## src/rtl/gwct_apb_arbiter.sv

```systemverilog
// Two-master APB arbiter (CPU = master 0, GWCT debug bridge = master 1), round-robin per transfer.
// Optional ACCESS watchdog enabled by defining GWCT_ARB_TIMEOUT_EN.
`timescale 1ns/1ps
module gwct_apb_arbiter #(
  parameter int TIMEOUT_CYCLES = 1024
) (
  input  logic        clk,
  input  logic        rstn,
  input  logic [31:0] m0_PADDR,
  input  logic        m0_PSEL,
  input  logic        m0_PENABLE,
  input  logic        m0_PWRITE,
  input  logic [31:0] m0_PWDATA,
  input  logic [3:0]  m0_PSTRB,
  input  logic [2:0]  m0_PPROT,
  output logic [31:0] m0_PRDATA,
  output logic        m0_PREADY,
  output logic        m0_PSLVERR,
  input  logic [31:0] m1_PADDR,
  input  logic        m1_PSEL,
  input  logic        m1_PENABLE,
  input  logic        m1_PWRITE,
  input  logic [31:0] m1_PWDATA,
  input  logic [3:0]  m1_PSTRB,
  input  logic [2:0]  m1_PPROT,
  output logic [31:0] m1_PRDATA,
  output logic        m1_PREADY,
  output logic        m1_PSLVERR,
  output logic [31:0] s_PADDR,
  output logic        s_PSEL,
  output logic        s_PENABLE,
  output logic        s_PWRITE,
  output logic [31:0] s_PWDATA,
  output logic [3:0]  s_PSTRB,
  output logic [2:0]  s_PPROT,
  input  logic [31:0] s_PRDATA,
  input  logic        s_PREADY,
  input  logic        s_PSLVERR,
  output logic        owner,
  output logic        busy,
  output logic        timeout_evt
);

  typedef enum logic [1:0] {IDLE, SETUP, ACCESS} state_t;

  state_t state_reg;
  logic   owner_reg;
  logic   req_any;
  logic   grant;
  logic   in_access;
  logic   done_normal;
  logic   force_done;
  logic   complete;

  assign req_any     = m0_PSEL | m1_PSEL;
  // On a tie the master that did not own the last transfer wins.
  assign grant       = (m0_PSEL & m1_PSEL) ? ~owner_reg : m1_PSEL;
  assign in_access   = (state_reg == ACCESS);
  assign done_normal = in_access & s_PREADY;
  assign complete    = done_normal | force_done;

`ifdef GWCT_ARB_TIMEOUT_EN
  localparam int CW = $clog2(TIMEOUT_CYCLES + 1);

  logic [CW-1:0] wait_cnt_reg;

  // Counter holds the number of waited ACCESS cycles before the current one.
  assign force_done = in_access & ~s_PREADY & (wait_cnt_reg == CW'(TIMEOUT_CYCLES - 1));

  always_ff @(posedge clk or negedge rstn) begin
    if (!rstn) begin
      wait_cnt_reg <= '0;
    end else if (state_reg == SETUP) begin
      wait_cnt_reg <= '0;
    end else if (in_access && !s_PREADY) begin
      wait_cnt_reg <= wait_cnt_reg + 1'b1;
    end
  end
`else
  logic unused_timeout;
  assign unused_timeout = &{1'b0, TIMEOUT_CYCLES[0]};
  assign force_done     = 1'b0;
`endif

  // PENABLE from the masters is not needed: the arbiter always issues its own SETUP.
  logic unused_penable;
  assign unused_penable = &{1'b0, m0_PENABLE, m1_PENABLE};

  always_ff @(posedge clk or negedge rstn) begin
    if (!rstn) begin
      state_reg <= IDLE;
      owner_reg <= 1'b1;
    end else begin
      case (state_reg)
        IDLE: begin
          if (req_any) begin
            state_reg <= SETUP;
            owner_reg <= grant;
          end
        end
        SETUP:   state_reg <= ACCESS;
        ACCESS:  if (complete) state_reg <= IDLE;
        default: state_reg <= IDLE;
      endcase
    end
  end

  assign busy        = (state_reg != IDLE);
  assign owner       = owner_reg;
  assign s_PSEL      = busy;
  assign s_PENABLE   = in_access;
  assign timeout_evt = force_done;

  always_comb begin
    s_PADDR  = '0;
    s_PWRITE = 1'b0;
    s_PWDATA = '0;
    s_PSTRB  = '0;
    s_PPROT  = '0;
    if (busy) begin
      if (owner_reg) begin
        s_PADDR  = m1_PADDR;
        s_PWRITE = m1_PWRITE;
        s_PWDATA = m1_PWDATA;
        s_PSTRB  = m1_PSTRB;
        s_PPROT  = m1_PPROT;
      end else begin
        s_PADDR  = m0_PADDR;
        s_PWRITE = m0_PWRITE;
        s_PWDATA = m0_PWDATA;
        s_PSTRB  = m0_PSTRB;
        s_PPROT  = m0_PPROT;
      end
    end
  end

  assign m0_PRDATA  = s_PRDATA;
  assign m1_PRDATA  = s_PRDATA;
  assign m0_PREADY  = ~owner_reg & complete;
  assign m1_PREADY  =  owner_reg & complete;
  assign m0_PSLVERR = ~owner_reg & ((done_normal & s_PSLVERR) | force_done);
  assign m1_PSLVERR =  owner_reg & ((done_normal & s_PSLVERR) | force_done);

endmodule
```

## config.mk

```make
export PLATFORM = sky130hd
export DESIGN_NAME = gwct_apb_arbiter
export DESIGN_NICKNAME = d
export VERILOG_FILES = /design/src/rtl/gwct_apb_arbiter.sv
export SDC_FILE = /design/constraint.sdc
export NUM_CORES = 1
export LEC_CHECK = 0
export CAP_MARGIN = 10
export CORE_AREA = 2 2 127 129
export CTS_CLUSTER_SIZE = 24
export DETAILED_ROUTE_END_ITERATION = 10
export DIE_AREA = 0 0 129 131
export SETUP_SLACK_MARGIN = 0.2
export SYNTH_ARGS = -nofsm -noshare
export SYNTH_HDL_FRONTEND = slang
export SYNTH_SLANG_ARGS = --single-unit
export TNS_END_PERCENT = 5
```

## constraint.sdc

```tcl
create_clock -name clk -period 2.2 [get_ports clk]
set_clock_uncertainty 0.1 [all_clocks]
set_input_delay 0.44 -clock clk [delete_from_list [all_inputs] [get_ports clk]]
set_output_delay 0.44 -clock clk [all_outputs]
set_load 0.02 [all_outputs]
```

==> summary.txt <==
Floorplanning
  – Initial Utilization: 0.117
  – Row Count: 46
  – Core area: 0.0156 mm2
  – Total Die Area: 0.0169 mm2
  – # IOs: 329
  – Die X: 129 um
  – Die height: 131 um

Worst setup path
  – Crit end category: primary output
  – Critical Path Slowest Stage Cell: dfstp_4
  – Reg2reg end: owner
  – Crit path kind: reg2out
  – CP startpoint: owner
  – Worst R2R Start: owner
  – CP Data Required Time: 1.66 ns
  – CP startpoint kind: flop
  – R2R cell count: 5
  – R2R Setup Slk: 0.71 ns
  – CP Cell Sequence: buf_12, clkbuf_16, mux2i_1, nor2_1, buf_4
  – Arrival time worst endpoint: 1.62 ns
  – CP peak stage delay: 0.68 ns
  – Max FO, Critical Path: 5

Placed design
  – PortBufs: 229
  – Placed cell areas: 0.00382 mm2
  – Placer congestion estimate: 0.710
  – DP HPWL: 6500 um

Timing
  – Final period util: 0.984
  – Setup Viol. Count Final: 0
  – FMAX: 462 MHz
  – Max Transition Viols Final: 0
  – Final Hold Violating Endpoints: 0
  – Tmin final: 2.16 ns
  – RSZ-0062 raised after global routing: true

Clock tree
  – Clk sinks: 3
  – Root Driver: clkbuf_16
  – # H-tree levels: 1
  – Clock latency at the later pin of the worst-skew pair: 0.22 ns
  – Clk slew on worst S/H paths: 0.03 ns
  – Worst-case clock buffer depth: 2
  – Total CTS buffers: 3
  – CTS tree: built

Finish
  – Layout Nets: 596
  – Most common cell after layout, fill and taps aside: clkdlybuf4s50_1
  – Diodes inserted: 0
  – Post-Layout Inst Area: 0.00398 mm2
  – Largest register FFs: 2
  – Commonest cells after routing, fill and taps aside: 148 x clkdlybuf4s50_1, 74 x nor2_1, 73 x buf_4
  – Share of layout cells above drive strength 1: 0.263
  – Area grow syn2layout: 118%
  – Fill count: 1717

Global routing
  – Initial antenna violation count: 0
  – First-pass GRT wire length: 10900 um
  – Overflow after GRT: 0
  – GRT Total Usage: 0.0813
  – Pin count of the biggest net entering global routing: 39
  – Vias in the first global route: 2078

Power
  – P per Cell Area: 1240 mW/mm2
  – Clock network power share: 0.058
  – Gate power share: 0.908
  – Peak supply drop: 0.000847 V
  – Share of total power in sequential cells: 0.034
  – Sw Pwr: 2.43 mW
  – P_leak: 1.91 nW
  – Total power: 4.95 mW
  – Switch share: 0.490
  – Pint: 2.53 mW

Synthesis
  – Flops & latches, synth: 3
  – Synth cell types: 20
  – Average cell area after synthesis: 7.48 um2
  – Sequential share of the synthesized area: 0.0418
  – Syn nets: 428
  – Post-synthesis instance total: 244
  – Warnings from Yosys: 0
  – Synth Cell Area: 0.00183 mm2

Min path
  – Hold Path Class: in2async

Drt
  – Vias/cell: 3.50
  – Initial DRC Count: 35
  – Final ANT Viol Nets: 0
  – Drt pass-1 iters: 4
  – Drt drc: 0
  – DR WL/cell: 13.9 um
  – Vias: 2197
  – WL final: 8730 um

Status
  – Outcome: complete, no violations

Job
  – MaxCap Viol Count: 0
-- per-stage QoR --
stage | worst slack [ns] | util | hold slack [ns] | std cells | TNS [ns]
6_report | 0.0360 | 0.255 | 0.306 | 627 | 0
5_1_grt | -0.00988 | 0.255 | 0.318 | 627 | -0.0958
4_1_cts | -0.117 | 0.244 | 0.311 | 619 | -0.126
3_5_place_dp | -0.259 | 0.245 | 0.536 | 612 | -6.70
3_3_place_gp | -0.254 | 0.245 | 0.534 | 612 | -5.52
2_1_floorplan | 0.306 | - | 0.0444 | 244 | 0
-- cell type report --
type                            instances  area [um2]  share of cell area
Timing Repair Buffer                  245        2440               0.613
Multi-Input combinational cell        158        1110               0.278
Tap cell                              216         270              0.0678
Sequential cell                         3        82.6              0.0207
Clock buffer                            4        78.8              0.0198
Inverter                                1        3.75            0.000942
-- Yosys cell counts, drive strengths merged --
cell type | instances | share of area
and2 | 1 | 0.0034
and3 | 1 | 0.0034
and4 | 1 | 0.0048
and4bb | 1 | 0.0069
buf | 82 | 0.36
conb | 1 | 0.0021
dfrtp | 2 | 0.027
dfstp | 1 | 0.014
inv | 1 | 0.0021
mux2i | 73 | 0.40
nand2 | 1 | 0.0021
nand2b | 1 | 0.0034
nor2 | 75 | 0.16
nor2b | 1 | 0.0034
nor3b | 1 | 0.0041
o22a | 1 | 0.0048
-- worst max path at each step --
stage / end / slack [ns] / cells past startpoint
after detailed placement: m0_PSLVERR / -0.26 / 4
after CTS: s_PWDATA[24] / -0.12 / 4
after global routing: s_PADDR[28] / -0.01 / 5
after global placement: m0_PSLVERR / -0.25 / 4
after floorplan: s_PADDR[24] / 0.31 / 5
final: s_PWDATA[19] / 0.04 / 5
-- logic make-up after synthesis --
logic type	share of synthesized area
multiplexers	0.400
other	0.00205
flip-flops	0.0418
AO/OA/AOI/OAI	0.00480
buffers and inverters	0.361
AND/OR/NAND/NOR	0.190
-- worst max-delay path: cells and delay by family (launching register included) --
| kind | cells | cell delay (ns) |
|---|---|---|
| mux | 1 | 0.20 |
| buf+inv | 3 | 0.46 |
| flops | 1 | 0.68 |
| simple gates | 1 | 0.06 |
-- per-layer routing --
metal | track usage | up-vias | wire, um
met5 | 0 | - | 0
met4 | 0.0390 | 0 | 285
met3 | 0.0183 | 36 | 825
met2 | 0.154 | 120 | 4490
met1 | 0.0848 | 969 | 3130
li1 | - | 1072 | -
-- power by group through the flow --
stage | Combinational, mW | Clock, mW | Sequential (mW)
after CTS | 4.15 | 0.291 | 0.196
final | 4.50 | 0.289 | 0.167
after global routing | 4.76 | 0.294 | 0.175
after global placement | 4.18 | 0 | 0.151
after floorplan | 2.64 | 0 | 0.134
after detailed placement | 4.23 | 0 | 0.150
-- timing repair --
item,CTS,global route
resized for setup,391,17
endpoints found under the hold margin,0,0
gates cloned,2,5
hold buffers,0,0
pin swaps,17,49
endpoints found under the setup margin,80,78
setup buffers,1,3
Power figures use the tool's default switching activity.
